## config.mk

```make
export PLATFORM = sky130hd
export DESIGN_NAME = dmem_port_arbiter_flat
export DESIGN_NICKNAME = d
export VERILOG_FILES = /design/src/rtl/kl_pipe_pkg.sv /design/src/rtl/dmem_port_arbiter_if.sv /design/src/rtl/dmem_port_arbiter_watchdog.sv /design/src/rtl/dmem_port_arbiter.sv /design/src/flat_wrapper.sv
export SDC_FILE = /design/constraint.sdc
export NUM_CORES = 1
export LEC_CHECK = 0
export ABC_AREA = 1
export CORE_MARGIN = 3
export CORE_UTILIZATION = 32
export DETAILED_ROUTE_END_ITERATION = 16
export GPL_ROUTABILITY_DRIVEN = 1
export GPL_TIMING_DRIVEN = 0
export PLACE_DENSITY = 0.89
export RECOVER_POWER = 50
export SLEW_MARGIN = 20
export SYNTH_ARGS = -nofsm -noshare
export SYNTH_HDL_FRONTEND = slang
export SYNTH_SLANG_ARGS = --single-unit
```

## constraint.sdc

```tcl
create_clock -name clk -period 1.6 [get_ports clk]
set_input_delay 0.24 -clock clk [delete_from_list [all_inputs] [get_ports clk]]
set_output_delay 0.24 -clock clk [all_outputs]
set_load 0.005 [all_outputs]
```

## src/rtl/kl_pipe_pkg.sv

```systemverilog
// Shared pipeline definitions: memory opcodes and the data-memory grant state.
package kl_pipe_pkg;

  localparam logic [2:0] OP_LDR = 3'b011;
  localparam logic [2:0] OP_STR = 3'b100;

  typedef enum logic {
    GRANT_P0,
    GRANT_P1
  } dmem_grant_t;

  function automatic logic is_mem_op(input logic [2:0] opcode);
    return (opcode == OP_LDR) || (opcode == OP_STR);
  endfunction

endpackage

```

## src/rtl/dmem_port_arbiter_if.sv

```systemverilog
// Bundles the two S3 slots, their load results and the shared data-memory bus.
interface dmem_port_arbiter_if #(
  parameter int ADDR_W = 8,
  parameter int DATA_W = 16
);

  logic [2:0]        p0S3_opcode;
  logic [ADDR_W-1:0] p0S3_addr;
  logic [DATA_W-1:0] p0S3_wdata;
  logic [2:0]        p1S3_opcode;
  logic [ADDR_W-1:0] p1S3_addr;
  logic [DATA_W-1:0] p1S3_wdata;
  logic [DATA_W-1:0] mem_rdata;
  logic              mem_ready;
  logic [ADDR_W-1:0] mem_addr;
  logic [DATA_W-1:0] mem_wdata;
  logic              mem_read;
  logic              mem_write;
  logic [DATA_W-1:0] p0_rdata;
  logic [DATA_W-1:0] p1_rdata;
  logic              mem_stall;
  logic              mem_timeout;

  // Handshake: mem_read/mem_write is the request and is held with stable
  // addr/wdata until a cycle in which mem_ready=1, which completes it.
  modport slave (
    input  p0S3_opcode, p0S3_addr, p0S3_wdata,
    input  p1S3_opcode, p1S3_addr, p1S3_wdata,
    input  mem_rdata, mem_ready,
    output mem_addr, mem_wdata, mem_read, mem_write,
    output p0_rdata, p1_rdata, mem_stall, mem_timeout
  );

  modport master (
    output p0S3_opcode, p0S3_addr, p0S3_wdata,
    output p1S3_opcode, p1S3_addr, p1S3_wdata,
    output mem_rdata, mem_ready,
    input  mem_addr, mem_wdata, mem_read, mem_write,
    input  p0_rdata, p1_rdata, mem_stall, mem_timeout
  );

endinterface

```

## src/rtl/dmem_port_arbiter_watchdog.sv

```systemverilog
// Counts consecutive not-ready cycles of one access and raises a sticky flag
// once the count reaches TIMEOUT.
module dmem_wait_watchdog #(
  parameter int TIMEOUT = 15
) (
  input  logic clk,
  input  logic rst_n,
  input  logic busy_i,
  input  logic ready_i,
  input  logic restart_i,
  output logic timeout_o
);

  localparam int CW = $clog2(TIMEOUT + 1);
  localparam logic [CW-1:0] LIMIT = CW'(TIMEOUT);

  logic [CW-1:0] cnt_q, cnt_d;
  logic          to_q, to_d;

  always_comb begin
    cnt_d = cnt_q;
    to_d  = to_q;
    // An idle port or a completed/regranted access starts a fresh count.
    if (!busy_i || ready_i || restart_i) begin
      cnt_d = '0;
    end else if (cnt_q != LIMIT) begin
      cnt_d = cnt_q + 1'b1;
    end
    if (cnt_d == LIMIT) begin
      to_d = 1'b1;
    end
  end

  always_ff @(posedge clk) begin
    if (!rst_n) begin
      cnt_q <= '0;
      to_q  <= 1'b0;
    end else begin
      cnt_q <= cnt_d;
      to_q  <= to_d;
    end
  end

  assign timeout_o = to_q;

endmodule

```

## src/rtl/dmem_port_arbiter.sv

```systemverilog
// Serializes the P0/P1 S3 memory accesses onto one data-memory port, P0 first,
// stalling the pipeline until the whole pair has retired.
module dmem_port_arbiter
  import kl_pipe_pkg::*;
#(
  parameter int ADDR_W  = 8,
  parameter int DATA_W  = 16,
  parameter int TIMEOUT = 15
) (
  input  logic              clk,
  input  logic              rst_n,
  dmem_port_arbiter_if.slave bus,
  output dmem_grant_t       state_o,
  output logic [DATA_W-1:0] hold_o
);

  dmem_grant_t       state_q, state_d;
  logic [DATA_W-1:0] hold_q, hold_d;

  logic              mem0, mem1;
  logic [ADDR_W-1:0] addr;
  logic [DATA_W-1:0] wdata;
  logic              rd, wr;
  logic [DATA_W-1:0] p0_rdata, p1_rdata;
  logic              stall;
  logic              timeout;

  assign mem0 = is_mem_op(bus.p0S3_opcode);
  assign mem1 = is_mem_op(bus.p1S3_opcode);

  always_comb begin
    state_d  = state_q;
    hold_d   = hold_q;
    addr     = '0;
    wdata    = '0;
    rd       = 1'b0;
    wr       = 1'b0;
    p0_rdata = '0;
    p1_rdata = '0;
    stall    = 1'b0;
    unique case (state_q)
      GRANT_P0: begin
        if (mem0) begin
          addr  = bus.p0S3_addr;
          wdata = bus.p0S3_wdata;
          rd    = (bus.p0S3_opcode == OP_LDR);
          wr    = (bus.p0S3_opcode == OP_STR);
          if (!bus.mem_ready) begin
            stall = 1'b1;
          end else if (mem1) begin
            // P0 is done; park its load data until P1 retires with it.
            hold_d  = bus.mem_rdata;
            state_d = GRANT_P1;
            stall   = 1'b1;
          end else begin
            p0_rdata = bus.mem_rdata;
          end
        end else if (mem1) begin
          addr     = bus.p1S3_addr;
          wdata    = bus.p1S3_wdata;
          rd       = (bus.p1S3_opcode == OP_LDR);
          wr       = (bus.p1S3_opcode == OP_STR);
          stall    = ~bus.mem_ready;
          p1_rdata = bus.mem_rdata;
        end
      end
      GRANT_P1: begin
        addr     = bus.p1S3_addr;
        wdata    = bus.p1S3_wdata;
        rd       = (bus.p1S3_opcode == OP_LDR);
        wr       = (bus.p1S3_opcode == OP_STR);
        p0_rdata = hold_q;
        p1_rdata = bus.mem_rdata;
        if (bus.mem_ready) begin
          state_d = GRANT_P0;
        end else begin
          stall = 1'b1;
        end
      end
      default: state_d = GRANT_P0;
    endcase
  end

  always_ff @(posedge clk) begin
    if (!rst_n) begin
      state_q <= GRANT_P0;
      hold_q  <= '0;
    end else begin
      state_q <= state_d;
      hold_q  <= hold_d;
    end
  end

  dmem_wait_watchdog #(
    .TIMEOUT (TIMEOUT)
  ) u_watchdog (
    .clk       (clk),
    .rst_n     (rst_n),
    .busy_i    (rd | wr),
    .ready_i   (bus.mem_ready),
    .restart_i (state_d != state_q),
    .timeout_o (timeout)
  );

  assign bus.mem_addr    = addr;
  assign bus.mem_wdata   = wdata;
  assign bus.mem_read    = rd;
  assign bus.mem_write   = wr;
  assign bus.p0_rdata    = p0_rdata;
  assign bus.p1_rdata    = p1_rdata;
  assign bus.mem_stall   = stall;
  assign bus.mem_timeout = timeout;
  assign state_o         = state_q;
  assign hold_o          = hold_q;

endmodule

```

## src/flat_wrapper.sv

```systemverilog
// flat-port wrapper written by rule: the top's interface ports become plain ports
module dmem_port_arbiter_flat import kl_pipe_pkg::*;
#(
  parameter int ADDR_W  = 8,
  parameter int DATA_W  = 16,
  parameter int TIMEOUT = 15
)
  (clk, rst_n, state_o, hold_o, bus_p0S3_opcode, bus_p0S3_addr, bus_p0S3_wdata, bus_p1S3_opcode, bus_p1S3_addr, bus_p1S3_wdata, bus_mem_rdata, bus_mem_ready, bus_mem_addr, bus_mem_wdata, bus_mem_read, bus_mem_write, bus_p0_rdata, bus_p1_rdata, bus_mem_stall, bus_mem_timeout);
  dmem_port_arbiter_if #(.ADDR_W(ADDR_W), .DATA_W(DATA_W)) bus_i ();
  input  logic clk;
  input  logic rst_n;
  output dmem_grant_t state_o;
  output logic [DATA_W-1:0] hold_o;
  input wire logic [$bits(bus_i.p0S3_opcode)-1:0] bus_p0S3_opcode;
  input wire logic [$bits(bus_i.p0S3_addr)-1:0] bus_p0S3_addr;
  input wire logic [$bits(bus_i.p0S3_wdata)-1:0] bus_p0S3_wdata;
  input wire logic [$bits(bus_i.p1S3_opcode)-1:0] bus_p1S3_opcode;
  input wire logic [$bits(bus_i.p1S3_addr)-1:0] bus_p1S3_addr;
  input wire logic [$bits(bus_i.p1S3_wdata)-1:0] bus_p1S3_wdata;
  input wire logic [$bits(bus_i.mem_rdata)-1:0] bus_mem_rdata;
  input wire logic [$bits(bus_i.mem_ready)-1:0] bus_mem_ready;
  output wire logic [$bits(bus_i.mem_addr)-1:0] bus_mem_addr;
  output wire logic [$bits(bus_i.mem_wdata)-1:0] bus_mem_wdata;
  output wire logic [$bits(bus_i.mem_read)-1:0] bus_mem_read;
  output wire logic [$bits(bus_i.mem_write)-1:0] bus_mem_write;
  output wire logic [$bits(bus_i.p0_rdata)-1:0] bus_p0_rdata;
  output wire logic [$bits(bus_i.p1_rdata)-1:0] bus_p1_rdata;
  output wire logic [$bits(bus_i.mem_stall)-1:0] bus_mem_stall;
  output wire logic [$bits(bus_i.mem_timeout)-1:0] bus_mem_timeout;
  assign bus_i.p0S3_opcode = bus_p0S3_opcode;
  assign bus_i.p0S3_addr = bus_p0S3_addr;
  assign bus_i.p0S3_wdata = bus_p0S3_wdata;
  assign bus_i.p1S3_opcode = bus_p1S3_opcode;
  assign bus_i.p1S3_addr = bus_p1S3_addr;
  assign bus_i.p1S3_wdata = bus_p1S3_wdata;
  assign bus_i.mem_rdata = bus_mem_rdata;
  assign bus_i.mem_ready = bus_mem_ready;
  assign bus_mem_addr = bus_i.mem_addr;
  assign bus_mem_wdata = bus_i.mem_wdata;
  assign bus_mem_read = bus_i.mem_read;
  assign bus_mem_write = bus_i.mem_write;
  assign bus_p0_rdata = bus_i.p0_rdata;
  assign bus_p1_rdata = bus_i.p1_rdata;
  assign bus_mem_stall = bus_i.mem_stall;
  assign bus_mem_timeout = bus_i.mem_timeout;
  dmem_port_arbiter #(.ADDR_W(ADDR_W), .DATA_W(DATA_W), .TIMEOUT(TIMEOUT)) u_core (.clk(clk), .rst_n(rst_n), .bus(bus_i), .state_o(state_o), .hold_o(hold_o));
endmodule
```

Word-level counts from Yosys, hierarchy flattened
Cells that the tools add are included.
{"block": "op_classes", "n_addsub": 1, "eq_ne": 7, "muxes": 30, "bitwise_logic": 3, "reduce_logical": 6}
{"op": "$mux W16", "count": 7}
{"op": "$pmux W16 S2", "count": 3}
{"op": "$mux W8", "count": 2}
{"op": "$pmux W8 S2", "count": 1}
{"op": "$mux W1", "count": 11}
{"op": "$mux W4", "count": 2}
{"op": "$pmux W1 S2", "count": 4}
{"op": "$eq A3 B2 Y1 const B", "count": 2}
{"op": "$eq A3 B3 Y1 const B", "count": 2}
{"op": "$add A4 B1 Y4 const B", "count": 1}
{"op": "$eq A4 B4 Y1 const B", "count": 1}
{"op": "$logic_or A1 B1 Y1", "count": 4}
{"op": "$ne A4 B4 Y1 const B", "count": 1}
{"op": "$reduce_and A4 Y1", "count": 1}
{"op": "$not A1 Y1", "count": 2}
{"op": "$logic_not A1 Y1", "count": 1}
{"op": "$ne A1 B1 Y1", "count": 1}
{"op": "$or A1 B1 Y1", "count": 1}
{"block": "word_totals", "ff_bits": 22, "input_bits": 73, "output_inout_bits": 77, "word_cells": 51}

Depth between registers and ports, before layout
Gate-level depths: netlist (run 1).
{"block": "logic_depth", "word_depth": 11, "mapped_depth": 9, "ltp_nobuf": 9}

Hierarchy
Synthesis (run 1) repeated with hierarchy kept, for this count alone.
{"block": "hier_totals", "hier_cells": 334, "hier_area_um2": 1835.5}
{"mod": "dmem_port_arbiter", "n_inst": 1, "cells_each": 298, "area_per_inst_um2": 1572.8, "seq_area_each_um2": 340.3}
{"mod": "dmem_wait_watchdog", "n_inst": 1, "cells_each": 36, "area_per_inst_um2": 262.8, "seq_area_each_um2": 100.1}

Least setup slack after synthesis (run 1)
Ideal clock, no wire load.
{"block": "synth_path", "path_type": "reg-to-output", "start": "reg u_core.state_q (netlist: u_core.state_o)", "end": "out bus_p0_rdata[10]", "t_arrival_ns": 1.060, "required_ns": 1.360, "slack_ns": 0.300, "path_stages_with_launch": 4, "cell_sequence": "dfxtp_1 -> inv_4 -> buf_1 -> o22ai_2"}
{"block": "synth_between", "elab_chain_cells": 2}
{"item": "start: declaration", "line_no": "dmem_port_arbiter.sv:17", "source": "dmem_grant_t state_q, state_d;"}
{"item": "start signal: assignment", "line_no": "dmem_port_arbiter.sv:89", "source": "state_q <= state_d;"}
{"item": "$not A1 Y1", "line_no": "dmem_port_arbiter.sv:41", "source": "unique case (state_q)"}
{"item": "$pmux W16 S2 (*)", "line_no": "dmem_port_arbiter.sv:41"}
{"item": "end: declaration", "line_no": "flat_wrapper.sv:26", "source": "output wire logic [$bits(bus_i.p0_rdata)-1:0] bus_p0_rdata;"}
Every way passes the cells marked *; elsewhere a longest branch is shown, timed or not.

Worst setup path in the final report (run 1)
{"block": "layout_path", "start": "reg u_core.state_q (netlist: u_core.state_o)", "end": "out bus_mem_wdata[8]"}
{"block": "layout_between", "elab_chain_cells": 2}
{"item": "$not A1 Y1", "line_no": "dmem_port_arbiter.sv:41"}
{"item": "$pmux W16 S2 (*)", "line_no": "dmem_port_arbiter.sv:41"}
{"item": "end: declaration", "line_no": "flat_wrapper.sv:23", "source": "output wire logic [$bits(bus_i.mem_wdata)-1:0] bus_mem_wdata;"}
Marks and branches as above.

==> impl_metrics.ini, run 1 <==
[power]
leakage_nw = 1.805
power_frac_seq = 0.293
pwr-share-clk = 0.211
p_int_w = 0.001309
p_sw_w = 0.0006431
comb_power_share = 0.495
powerDensity_mw_per_mm2 = 504.2
finalPower_w = 0.001952
power_switching_share = 0.3295
vdd_drop_max_mv = 0.4116

[final_layout]
nNetsFinal = 532
final_cell_mix = clkdlybuf4s50_1, buf_2, nand2_1
n_fill_cell = 395
postLayoutCoreUtil = 0.7391
drive_gt1_frac = 0.4464
regArea_um2 = 444.2
area.growth.synth_to_final_pct = 119.1
design_area_mm2 = 0.003871
multiInputGateArea_mm2 = 0.001316
final_common_cell = clkdlybuf4s50_1
antenna_cells = 0

[floorplanning]
fp.dieH_um = 80.30
io-pin-count = 150
die_area_mm2 = 0.006448
start_util = 0.3373
num_rows = 26
die_w_um = 80.30
coreArea_mm2 = 0.005238

[clock_network]
cts-buffers-inserted = 3
holdBufCountCts = 0
cts_tree = built
htreeDepth = 1
path_clk_slew_ps = 80
clock_latency_ps = 270
cts.sinks = 22
root_buffer = clkbuf_8
clk_path_buf_depth = 2

[global_routing]
globalRoute.totalOverflow = 0
grtUsageTotal = 0.2488
grt_pass1_wl_mm = 12.64
grt_max_degree = 13
antenna_found_initial = 0
grt_pass1_vias = 2665

[timing]
setup_viol = 47
report.final.slew_viol_count = 0
whs_ps = 417.2
slew_headroom = 0.6717
period_share = 1.145
tightest_slew_ps = 492.5
clock_skew_ps = 2.998
fin_ws_ps = -232.6
finalCriticalPeriod_ps = 1833
max_freq_mhz = 545.7
hold_violations = 0
rsz0062_at_grt = true

[placement]
hpwl_mm = 5.619
placed_area_mm2 = 0.003336
pre_cts_ws_ps = -816.3
portBuffers = 148
gp_congestion = 0.7705

[worst_setup_path]
cpMostUsedCell = buf_6
cp.arrival_ps = 1590
cp-end-kind = output pin
cpLargestDelayFamily = buffers and inverters
startpoint_type = flop
worstPathRequired_ps = 1360
critical_path_peak_fanout = 5
crit_chain = inv_8 -> nand3_4 -> buf_8 -> buf_6 -> buf_6 -> buf_6 -> nand3_2 -> nand2_1 -> buf_2
cpMaxStageDelayCell = dfxtp_4
slowest_delay_ps = 370
path_buf_inv = 6
worstSetupPathType = flop to output pin

[synthesis]
synth.avg_cell_area_um2 = 6.642
synth_cells = 266
yosysUniqueCellTypes = 31
synth_fp_nets = 340
async_reset_ff_frac = 0
yosysWarningCount = 0
ys_seq_area_frac = 0.2493
ys.flop_type = dfxtp_1
ys_ff_latch = 22
synth.cell_area_mm2 = 0.001767
synth_edf_count = 0

[job]
cap_violations = 0

[run_status]
violations = setup timing
status = finished with violations

[detailed_routing]
via_per_inst = 5.000
wl_per_cell_um = 17.04
wl_mm = 8.980
ant_nets = 0
drcViolationCount = 0
via_count = 2635
drtIter0Drc = 65
first_pass_iters = 4

[min_path]
hold_class = input port to flop
[logic make-up after synthesis]
family | Yosys count | synth area share
and+or+nand+nor | 131 | 0.3768
xor gates and xnor gates | 1 | 0.004958
AOI/OAI and AO/OA | 55 | 0.2040
adders and majority gates | 1 | 0.007081
DFF | 22 | 0.2493
buffers and inverters | 56 | 0.1579
[repair_timing]
| item | 4_1_cts | 5_1_grt |
|---|---|---|
| gates resized for setup | 277 | 92 |
| endpoints found under the setup margin | 59 | 59 |
| gates cloned | 8 | 1 |
| buffers inserted | 25 | 5 |
| pin swaps | 18 | 28 |
[cells in the mapped netlist, types with 3 or more instances]
| master | n | area [um2] |
|---|---|---|
| o22ai_1 | 6 | 37.54 |
| nor2_1 | 14 | 52.55 |
| o21ai_1 | 16 | 80.08 |
| o21ai_0 | 5 | 25.02 |
| inv_2 | 3 | 11.26 |
| buf_6 | 6 | 67.56 |
| dfxtp_1 | 22 | 440.4 |
| buf_4 | 4 | 30.03 |
| nand2_1 | 64 | 240.2 |
| a21oi_1 | 17 | 85.08 |
| o22ai_2 | 10 | 125.1 |
| nor2_2 | 11 | 68.82 |
| nand3_1 | 29 | 145.1 |
| inv_1 | 35 | 131.4 |
[final timing paths]
path                               startpoint                           to  slack (ps)  cells past startpoint
setup reg to reg               u_core.state_o             u_core.hold_o[7]         110                      6
hold reg to reg   u_core.u_watchdog.timeout_o  u_core.u_watchdog.timeout_o         450                      2
hold / removal                          rst_n            u_core.hold_o[15]         420                      3
setup / recovery               u_core.state_o             bus_mem_wdata[8]        -230                      9
[state kept, by name (all words and copies together), names as in the netlist]
| register | flops |
|---|---|
| u_core.u_watchdog.cnt_q | 4 |
| u_core.state_o | 1 |
| u_core.hold_o | 16 |
| u_core.u_watchdog.timeout_o | 1 |
[power by group through the flow]
stage	Combinational, W	Clock [W]	Sequential (W)
detailed placement	0.000754	0	0.000587
floorplan	0.000287	0	0.000587
global placement	0.000739	0	0.000586
finish	0.000967	0.000412	0.000572
global route	0.00102	0.000430	0.000574
CTS	0.000870	0.000416	0.000572
[area by class of cell]
class	count	area share
tap	70	0.02262
buffer	15	0.04105
timing repair buffer	186	0.4224
sequential	22	0.1147
multi-input combinational	189	0.3400
clock buffer	4	0.01422
inverter	41	0.04493
[worst min-delay path, delay by kind of cell]
kind,cells,cell delay (ps)
AOI/OAI and AO/OA,2,190
buffers and inverters,1,220
[per-layer routing]
layer,up-vias,share of wire,global-route usage
met2,137,0.51,0.4917
met4,0,0.025,0.08953
met3,19,0.10,0.07735
li1,1248,-,-
met1,1231,0.36,0.2362
met5,-,0,0
[through the flow]
stage               setup TNS, ps  instances
global placement           -36880        484
finish                      -4746        527
CTS                         -4020        521
global route                -7795        527
detailed placement         -39810        484
floorplan                       0        266
Note: power is estimated with default switching activity, not from simulation.
==> run 2, diff against run 1 <==
--- a/config.mk
+++ b/config.mk
@@ -13,6 +13,7 @@
 export GPL_TIMING_DRIVEN = 0
 export PLACE_DENSITY = 0.89
 export RECOVER_POWER = 50
+export SKIP_LAST_GASP = 1
 export SLEW_MARGIN = 20
 export SYNTH_ARGS = -nofsm -noshare
 export SYNTH_HDL_FRONTEND = slang
==> impl_metrics.ini, run 2 (synthesis results as in run 1) <==
[timing]
fin_ws_ps = -192.3
whs_ps = 415.2
hold_violations = 0
setup_viol = 53
rsz0062_at_grt = true
max_freq_mhz = 558.0
tightest_slew_ps = 473.6
report.final.slew_viol_count = 0
finalCriticalPeriod_ps = 1792
slew_headroom = 0.6842
clock_skew_ps = 1.778
period_share = 1.120

[final_layout]
final_common_cell = clkdlybuf4s50_1
n_fill_cell = 415
final_cell_mix = clkdlybuf4s50_1, nand2_1, buf_2
regArea_um2 = 444.2
antenna_cells = 0
area.growth.synth_to_final_pct = 119.3
design_area_mm2 = 0.003874
multiInputGateArea_mm2 = 0.001276
drive_gt1_frac = 0.4130
nNetsFinal = 535
largest_reg_flops = 16

[placement]
hpwl_mm = 5.619
placed_area_mm2 = 0.003336
gp_congestion = 0.7705
portBuffers = 148

[clock_network]
cts.sinks = 22
clk_path_buf_depth = 2
htreeDepth = 1
root_buffer = clkbuf_8
clock_latency_ps = 260
path_clk_slew_ps = 80
cts-buffers-inserted = 3
cts_tree = built
holdBufCountCts = 0

[floorplanning]
coreArea_mm2 = 0.005238
num_rows = 26
start_util = 0.3373
fp.dieH_um = 80.30
die_w_um = 80.30
die_area_mm2 = 0.006448
io-pin-count = 150

[detailed_routing]
via_count = 2588
wl_mm = 8.464
via_per_inst = 4.883
wl_per_cell_um = 15.97
drtIter0Drc = 57
ant_nets = 0
first_pass_iters = 4
drcViolationCount = 0

[power]
powerDensity_mw_per_mm2 = 495.8
vdd_drop_max_mv = 0.3978
power_frac_seq = 0.298
finalPower_w = 0.001921
pwr-share-clk = 0.211
leakage_nw = 1.850
power_switching_share = 0.3182
p_sw_w = 0.0006111
comb_power_share = 0.491
p_int_w = 0.001309

[run_status]
status = finished with violations
violations = setup timing

[worst_setup_path]
critical_path_peak_fanout = 6
worstPathRequired_ps = 1360
worstSetupPathType = flop to output pin
cp.arrival_ps = 1550
startpoint_type = flop
cp-end-kind = output pin

[global_routing]
antenna_found_initial = 0
grt_pass1_wl_mm = 12.41
grt_pass1_vias = 2634
globalRoute.totalOverflow = 0
grt_max_degree = 13
grtUsageTotal = 0.2425

[min_path]
hold_class = input port to flop

[job]
cap_violations = 0
## run 2: changes by cell type in the layout (fill, tap and decap cells not counted), moves of 5 or more
cell,change
nor2_4,+5
buf_2,-7
buf_4,+8
clkdlybuf4s50_1,-16
nand2_1,+12
dlygate4sd3_1,+17
nor2_2,-5
nand2_2,-9
buf_6,-10
## run 2: path summary, 6_finish.rpt
path | to | depth (start not counted) | startpoint | slack [ps]
setup / recovery | bus_mem_wdata[8] | 9 | u_core.state_o | -190
hold / removal | u_core.hold_o[8] | 3 | rst_n | 420
hold reg to reg | u_core.u_watchdog.timeout_o | 2 | u_core.u_watchdog.timeout_o | 440
setup reg to reg | u_core.u_watchdog.cnt_q[0] | 10 | u_core.state_o | 50
## run 2: through the flow
step	setup WS (ps)	TNS (ps)	utilization	instances
3_3_place_gp	-731.6	-36880	0.6369	484
4_1_cts	-210.6	-5440	0.7121	521
3_5_place_dp	-816.3	-39810	0.6369	484
6_report	-192.3	-5012	0.7396	530
5_1_grt	-253.1	-8974	0.7396	530
2_1_floorplan	300.2	0	-	266
## run 2: power by group through the flow
stage                     Sequential (W)  Clock (W)  Combinational, W
final                           0.000572   0.000405          0.000944
after global routing            0.000574   0.000435           0.00101
after CTS                       0.000572   0.000416          0.000854
after detailed placement        0.000587          0          0.000754
after global placement          0.000586          0          0.000739
after floorplan                 0.000587          0          0.000287
## run 2: area by class of cell
type | count | area share
timing repair buffer | 189 | 0.4306
multi-input combinational | 189 | 0.3295
sequential | 22 | 0.1147
buffer | 15 | 0.04425
inverter | 41 | 0.04425
tap | 70 | 0.02261
clock buffer | 4 | 0.01421
## run 2: per-layer routing
layer,track usage,wire [um],vias up
li1,-,-,1254
met1,0.2348,2988,1185
met2,0.4752,4366,132
met3,0.07848,905,17
met4,0.07939,203,0
met5,0,0,-
## run 2: repair_timing
item                                    4_1_cts  5_1_grt
endpoints found under the setup margin       59       59
gates cloned                                  8        1
setup buffers                                25        8
hold endpoints to repair                      0        0
resized for setup                           240       86
pin swaps                                    12       27
## run 2: critical path: stages (launching register included)
cell	delay [ps]
dfxtp_4	370
inv_8	60
nand3_4	110
buf_8	170
buf_6	120
buf_6	120
buf_6	110
nand3_2	40
nand2_1	60
buf_2	120
==> run 3, diff against run 2 <==
--- a/config.mk
+++ b/config.mk
@@ -6,6 +6,7 @@
 export NUM_CORES = 1
 export LEC_CHECK = 0
 export ABC_AREA = 1
+export CAP_MARGIN = 0
 export CORE_MARGIN = 3
 export CORE_UTILIZATION = 32
 export DETAILED_ROUTE_END_ITERATION = 16
==> results of run 3 <==
Final layout, timing and power as in run 2 (identical DEF).
